`src/rtl/id_operand_sb_pkg.sv`:
```
// Shared decode-stage defines: reset/enable levels, default bus widths and the NOP encodings.
// Included by the operand resolver and the ID/EX boundary.
package id_operand_sb_pkg;

   localparam int RegBus     = 32;
   localparam int RegAddrBus = 5;
   localparam int AluOpBus   = 8;

   localparam logic                  RstEnable    = 1'b1;
   localparam logic                  WriteEnable  = 1'b1;
   localparam logic                  WriteDisable = 1'b0;
   localparam logic                  ReadEnable   = 1'b1;
   localparam logic                  ReadDisable  = 1'b0;
   localparam logic [RegBus-1:0]     ZeroWord     = '0;
   localparam logic [RegAddrBus-1:0] NOPRegAddr   = '0;
   localparam logic [AluOpBus-1:0]   EXE_NOP_OP   = 8'b0000_0000;

endpackage

```
`src/rtl/id_src_resolve.sv`:
```
// Resolves one source operand: immediate, r0, forwarding (youngest first), writeback bypass, scoreboard, regfile.
// Purely combinational; a hazard means the operand cannot be produced this cycle.
module id_src_resolve
   import id_operand_sb_pkg::*;
#(
   parameter int DATA_W     = 32,
   parameter int REG_ADDR_W = 5,
   parameter int FWD_STAGES = 2
) (
   input  logic                         re,
   input  logic [REG_ADDR_W-1:0]        addr,
   input  logic [DATA_W-1:0]            rf_data,
   input  logic [DATA_W-1:0]            imm,
   input  logic [FWD_STAGES-1:0]        fwd_wreg,
   input  logic [FWD_STAGES*REG_ADDR_W-1:0] fwd_wd,
   input  logic [FWD_STAGES*DATA_W-1:0] fwd_wdata,
   input  logic [FWD_STAGES-1:0]        fwd_dvalid,
   input  logic                         wb_we,
   input  logic [REG_ADDR_W-1:0]        wb_addr,
   input  logic [DATA_W-1:0]            wb_data,
   input  logic                         sb_busy,
   output logic [DATA_W-1:0]            data,
   output logic                         hazard
);

   logic              fwd_hit;
   logic              fwd_ok;
   logic [DATA_W-1:0] fwd_data;

   // Scan from the youngest stage; the first match shadows any older one.
   always_comb begin
      fwd_hit  = 1'b0;
      fwd_ok   = 1'b0;
      fwd_data = '0;
      for (int k = 0; k < FWD_STAGES; k++) begin
         if (!fwd_hit && fwd_wreg[k] && (fwd_wd[k*REG_ADDR_W +: REG_ADDR_W] == addr)) begin
            fwd_hit  = 1'b1;
            fwd_ok   = fwd_dvalid[k];
            fwd_data = fwd_wdata[k*DATA_W +: DATA_W];
         end
      end
   end

   always_comb begin
      data   = '0;
      hazard = 1'b0;
      if (re == ReadDisable) begin
         data = imm;
      end else if (addr == '0) begin
         data = '0;
      end else if (fwd_hit) begin
         data   = fwd_data;
         hazard = ~fwd_ok;
      end else if (wb_we && (wb_addr == addr)) begin
         data = wb_data;
      end else if (sb_busy) begin
         hazard = 1'b1;
      end else begin
         data = rf_data;
      end
   end

endmodule

```
`src/rtl/id_operand_sb.sv`:
```
// Decode-stage operand resolution with a pending-write scoreboard and the registered ID/EX boundary.
// 1 cycle issue-to-ex_valid_o; stalls on unresolved hazards, holds on ~ex_ready_i. Option SB_PERF_CNT_EN adds stall_cnt_o.
module id_operand_sb
   import id_operand_sb_pkg::*;
#(
   parameter int DATA_W     = 32,
   parameter int REG_ADDR_W = 5,
   parameter int NUM_SRC    = 2,
   parameter int FWD_STAGES = 2,
   parameter int ALUOP_W    = 8
) (
   input  logic                            clk,
   input  logic                            rst,
   input  logic                            id_valid_i,
   input  logic [NUM_SRC-1:0]              src_re_i,
   input  logic [NUM_SRC*REG_ADDR_W-1:0]   src_addr_i,
   input  logic [NUM_SRC*DATA_W-1:0]       src_rf_data_i,
   input  logic [DATA_W-1:0]               imm_i,
   input  logic [REG_ADDR_W-1:0]           wd_i,
   input  logic                            wreg_i,
   input  logic                            long_lat_i,
   input  logic [ALUOP_W-1:0]              aluop_i,
   input  logic [FWD_STAGES-1:0]           fwd_wreg_i,
   input  logic [FWD_STAGES*REG_ADDR_W-1:0] fwd_wd_i,
   input  logic [FWD_STAGES*DATA_W-1:0]    fwd_wdata_i,
   input  logic [FWD_STAGES-1:0]           fwd_dvalid_i,
   input  logic                            wb_we_i,
   input  logic [REG_ADDR_W-1:0]           wb_addr_i,
   input  logic [DATA_W-1:0]               wb_data_i,
   input  logic                            flush_i,
   input  logic                            ex_ready_i,
   output logic                            stallreq_o,
   output logic                            ex_valid_o,
   output logic [NUM_SRC*DATA_W-1:0]       ex_src_o,
   output logic [REG_ADDR_W-1:0]           ex_wd_o,
   output logic                            ex_wreg_o,
   output logic [ALUOP_W-1:0]              ex_aluop_o
`ifdef SB_PERF_CNT_EN
   ,
   output logic [31:0]                     stall_cnt_o
`endif
);

   localparam int SB_DEPTH = 2**REG_ADDR_W;

   logic [SB_DEPTH-1:0]       sb;
   logic [SB_DEPTH-1:0]       sb_next;
   logic [NUM_SRC*DATA_W-1:0] src_data;
   logic [NUM_SRC-1:0]        src_hazard;
   logic                      hazard;
   logic                      issue;
   logic                      sb_set;

   for (genvar s = 0; s < NUM_SRC; s++) begin : g_src
      id_src_resolve #(
         .DATA_W     (DATA_W),
         .REG_ADDR_W (REG_ADDR_W),
         .FWD_STAGES (FWD_STAGES)
      ) u_resolve (
         .re         (src_re_i[s]),
         .addr       (src_addr_i[s*REG_ADDR_W +: REG_ADDR_W]),
         .rf_data    (src_rf_data_i[s*DATA_W +: DATA_W]),
         .imm        (imm_i),
         .fwd_wreg   (fwd_wreg_i),
         .fwd_wd     (fwd_wd_i),
         .fwd_wdata  (fwd_wdata_i),
         .fwd_dvalid (fwd_dvalid_i),
         .wb_we      (wb_we_i),
         .wb_addr    (wb_addr_i),
         .wb_data    (wb_data_i),
         .sb_busy    (sb[src_addr_i[s*REG_ADDR_W +: REG_ADDR_W]]),
         .data       (src_data[s*DATA_W +: DATA_W]),
         .hazard     (src_hazard[s])
      );
   end

   assign hazard     = |src_hazard;
   assign stallreq_o = id_valid_i & hazard & (rst != RstEnable);
   assign issue      = id_valid_i & ~hazard & (ex_ready_i | ~ex_valid_o);
   assign sb_set     = issue & long_lat_i & (wreg_i == WriteEnable) & (wd_i != NOPRegAddr[REG_ADDR_W-1:0]);

   // Set is applied after clear: a freshly issued writer is younger than the one retiring.
   always_comb begin
      sb_next = sb;
      if (wb_we_i) sb_next[wb_addr_i] = 1'b0;
      if (sb_set)  sb_next[wd_i]      = 1'b1;
   end

   always_ff @(posedge clk) begin
      if (rst == RstEnable) begin
         sb <= '0;
      end else if (flush_i) begin
         sb <= '0;
      end else begin
         sb <= sb_next;
      end
   end

   always_ff @(posedge clk) begin
      if (rst == RstEnable) begin
         ex_valid_o <= 1'b0;
         ex_src_o   <= '0;
         ex_wd_o    <= '0;
         ex_wreg_o  <= WriteDisable;
         ex_aluop_o <= ALUOP_W'(EXE_NOP_OP);
      end else if (flush_i) begin
         ex_valid_o <= 1'b0;
         ex_wreg_o  <= WriteDisable;
      end else if (issue) begin
         ex_valid_o <= 1'b1;
         ex_src_o   <= src_data;
         ex_wd_o    <= wd_i;
         ex_wreg_o  <= wreg_i;
         ex_aluop_o <= aluop_i;
      end else if (ex_ready_i) begin
         ex_valid_o <= 1'b0;
         ex_wreg_o  <= WriteDisable;
      end
   end

`ifdef SB_PERF_CNT_EN
   always_ff @(posedge clk) begin
      if (rst == RstEnable) begin
         stall_cnt_o <= '0;
      end else if (stallreq_o && (stall_cnt_o != 32'hFFFF_FFFF)) begin
         stall_cnt_o <= stall_cnt_o + 32'd1;
      end
   end
`endif

endmodule

```
`config.mk`:
```
export PLATFORM = sky130hd
export DESIGN_NAME = id_operand_sb
export DESIGN_NICKNAME = d
export VERILOG_FILES = /design/src/rtl/id_operand_sb_pkg.sv /design/src/rtl/id_src_resolve.sv /design/src/rtl/id_operand_sb.sv
export SDC_FILE = /design/constraint.sdc
export NUM_CORES = 1
export LEC_CHECK = 0
export ABC_AREA = 1
export BUFFER_PORTS_ARGS = -buffer_cell sky130_fd_sc_hd__buf_4
export CORE_AREA = 2 2 104 181
export DETAILED_ROUTE_END_ITERATION = 10
export DIE_AREA = 0 0 106 183
export HOLD_SLACK_MARGIN = 0.08
export PLACE_DENSITY_LB_ADDON = 0.2
export SLEW_MARGIN = 10
export SYNTH_ARGS = -nofsm -noshare
export SYNTH_HDL_FRONTEND = slang
export SYNTH_SLANG_ARGS = --single-unit
export TNS_END_PERCENT = 50
```
`constraint.sdc`:
```
create_clock -name clk -period 1.72 [get_ports clk]
set_input_delay 0 -clock clk [delete_from_list [all_inputs] [get_ports clk]]
set_output_delay 0 -clock clk [all_outputs]
set_load 0.005 [all_outputs]
```
==> metrics <==
Slew Viols, Final 0; synth warn 0; RR Startpoint sb[22]; # fillers 1710; Worst Setup SP sb[22]; RR Endpoint sb[25]; most crowded layer after global routing met2; Tot GR Track Use 39.7%; Setup Viol. Count Final 110; Synthesized Nets 1557; GR Util met2 72.1%; share of cells above drive strength 1 33.0%; clk root buf clkbuf_16; WL/cell 21.1 µm; I/O Buffers 323; Die X 106 µm; number of distinct library cells after synthesis 29; P&R area growth vs syn 53.3%; fin area 12200 µm²; clock latency at the later pin of the worst-skew pair 0.38 ns; CTS tree yes; Gate Count Post-Synth 1313; Worst R2R Path Depth 14; met1 usage 39.7%; Slew @ Worst Pin 0.557 ns; global-route wire length before repair 59300 µm; final antenna-violating net count 0; 1st-pass router iterations 6; final std cells w/o fill 1920; Worst slew margin 62.8%; routability cong. 1.00; core area 18000 µm²; final period utilization 120%; CTS Sinks 111; die area 19400 µm²; failing checks negative setup slack; Clock Skew 0.0137 ns; vias in the first global route 11150; total gr overflow 0; Min Clock Period, post-route 2.06 ns; TritonCTS buffer count 9; Max Clock Freq 0.485 GHz; routed vias 11386; Clock Pin Slew Worst Setup and Hold Paths 0.08 ns; CP Capture Type register; leakage 5.65 nW; WL final 40600 µm; Worst Hold Class in2reg; # placed instances 1863; I/O pin total 324; die height 183 µm; DRC 0; initial antenna violation count 2; run status finished, violations left; PwrDens 637 nW/µm²; post-layout util 67.6%; post-synthesis cell area 7930 µm²; top_reg_cell synth dfxtp_1; r2r setup slk -0.34 ns; Final nets 1923; critical path arrival 2.36 ns; WP data required 2.02 ns; hold violation total from the final report 0; Longest Clk Path Bufs 2; Initial Utilization 44.1%; syn avg cell area 6.04 µm²; most frequent cells after synthesis nor2_1, nand2_1, o21ai_0; Seq/Total Area, Yosys 28.0%; post-synth top area cell dfxtp_1; # H-tree levels 3; standard-cell rows 65; Area contributors post-synth dfxtp_1, nor2_1, nand2_1, o21ai_0, o22ai_1; post-synthesis async set-or-reset flop share 0%; top-count cell post-synth nor2_1; Post-DP Area 11000 µm²; Peak VDD IR 0.000553 V; EDFF count, synth 0; Setup crit start kind register; crit path max fanout 33; Initial DRC Count 909; Vias/cell 5.93; M3 GR Usage 6.61%; synthesis-stage register bit count 111; share of the synthesized area in the top cell type 28.0%; smallest hold slack 0.0754 ns; Final WS setup -0.340 ns; Critical Path End sb[25]; largest net degree at the start of global routing 38; max_cap viols 0; post-DP HPWL 29500 µm; WS Path Type reg2reg; unrepaired setup endpoints after global routing yes; Hold Crit Start imm_i[8]
## sequential cells by signal (all words and copies together), names as in the netlist
register / flops
ex_valid_o: 1
ex_aluop_o: 8
sb: 32
ex_src_o: 64
ex_wd_o: 5
ex_wreg_o: 1
## worst min-delay path by stage
stage                     to  slack [ns]  cells past startpoint
3_5_place_dp   ex_aluop_o[5]        0.24                      3
4_1_cts         ex_src_o[23]        0.08                      5
3_3_place_gp   ex_aluop_o[5]        0.22                      3
5_1_grt         ex_src_o[52]        0.11                      5
6_report        ex_src_o[40]        0.08                      5
2_1_floorplan     stallreq_o        0.03                      1
## cells by family (layout without fill, tap and decap cells)
logic type | Yosys count | count (layout) | share of synthesized area (%)
xor gates and xnor gates | 11 | 11 | 1.22
DFF | 111 | 111 | 28.0
buffers and inverters | 197 | 567 | 10.7
and+or+nand+nor | 631 | 632 | 35.3
AOI/OAI and AO/OA | 363 | 363 | 24.7
other | 0 | 2 | 0
## layout make-up
| cell class | instances | area [µm²] | share of cell area (%) |
|---|---|---|---|
| multi-input cells | 1006 | 5130 | 42.2 |
| repair buffers | 452 | 3770 | 31.0 |
| flip-flops and latches | 111 | 2250 | 18.5 |
| inverters | 98 | 383 | 3.15 |
| well taps | 234 | 293 | 2.41 |
| clock buffers | 9 | 225 | 1.85 |
| clock inverters | 7 | 91.3 | 0.751 |
| repair inverters | 1 | 8.76 | 0.0721 |
| diodes | 2 | 5.00 | 0.0412 |
## through the flow
stage | setup TNS, ns | worst slack (ns) | power (W)
6_report | -26.60 | -0.340 | 0.00774
5_1_grt | -40.09 | -0.418 | 0.00804
4_1_cts | -21.22 | -0.253 | 0.00754
3_5_place_dp | -36.70 | -0.472 | 0.00514
3_3_place_gp | -34.07 | -0.468 | 0.00512
2_1_floorplan | -2.44 | -0.0691 | 0.00393
## cells in the final DEF (no fill, tap or decap), drive strengths merged
cell / n
nand2: 214
nor3: 1
clkinv: 4
nor2: 220
diode: 2
bufinv: 1
o21ai: 153
o211ai: 1
clkbuf: 13
nand3: 132
xor2: 11
dlygate4sd3: 28
nand3b: 31
dfxtp: 111
a21oi: 104
buf: 420
o22ai: 105
inv: 101
or2: 2
nand4: 32
## routing by layer
metal	part of all wire (%)	vias to the layer above
met4	8.4	0
met1	32	5241
li1	-	5211
met2	51	714
met3	7.9	220
met5	0	-
## power breakdown
part	internal, W	leakage (nW)	switching [W]
registers	0.00271	0.915	0.0000925
clock network	0.00117	0.157	0.00116
logic	0.00124	4.58	0.00137
## timing repair
| action | CTS | global route |
|---|---|---|
| setup buffers | 0 | 2 |
| gates cloned | 1 | 8 |
| hold endpoints to repair | 50 | 0 |
| pin swaps | 8 | 28 |
| resized for setup | 51 | 119 |
| endpoints found under the setup margin | 110 | 111 |
| hold buffers | 28 | 0 |
## critical path, cell delays in order, from the launching register on
cell     delay [ns]
dfxtp_2        0.36
nand2_1        0.08
nand3_2        0.08
nand3_4        0.09
nand2_1        0.05
nor2_1         0.09
nand2_1        0.08
nand3_1        0.09
nand2_1        0.07
nand2_2        0.08
nand3_4        0.11
nor2_8         0.20
buf_12         0.20
nand4_1        0.22
a21oi_1        0.18
No activity file was read; power rests on OpenSTA's default activity.
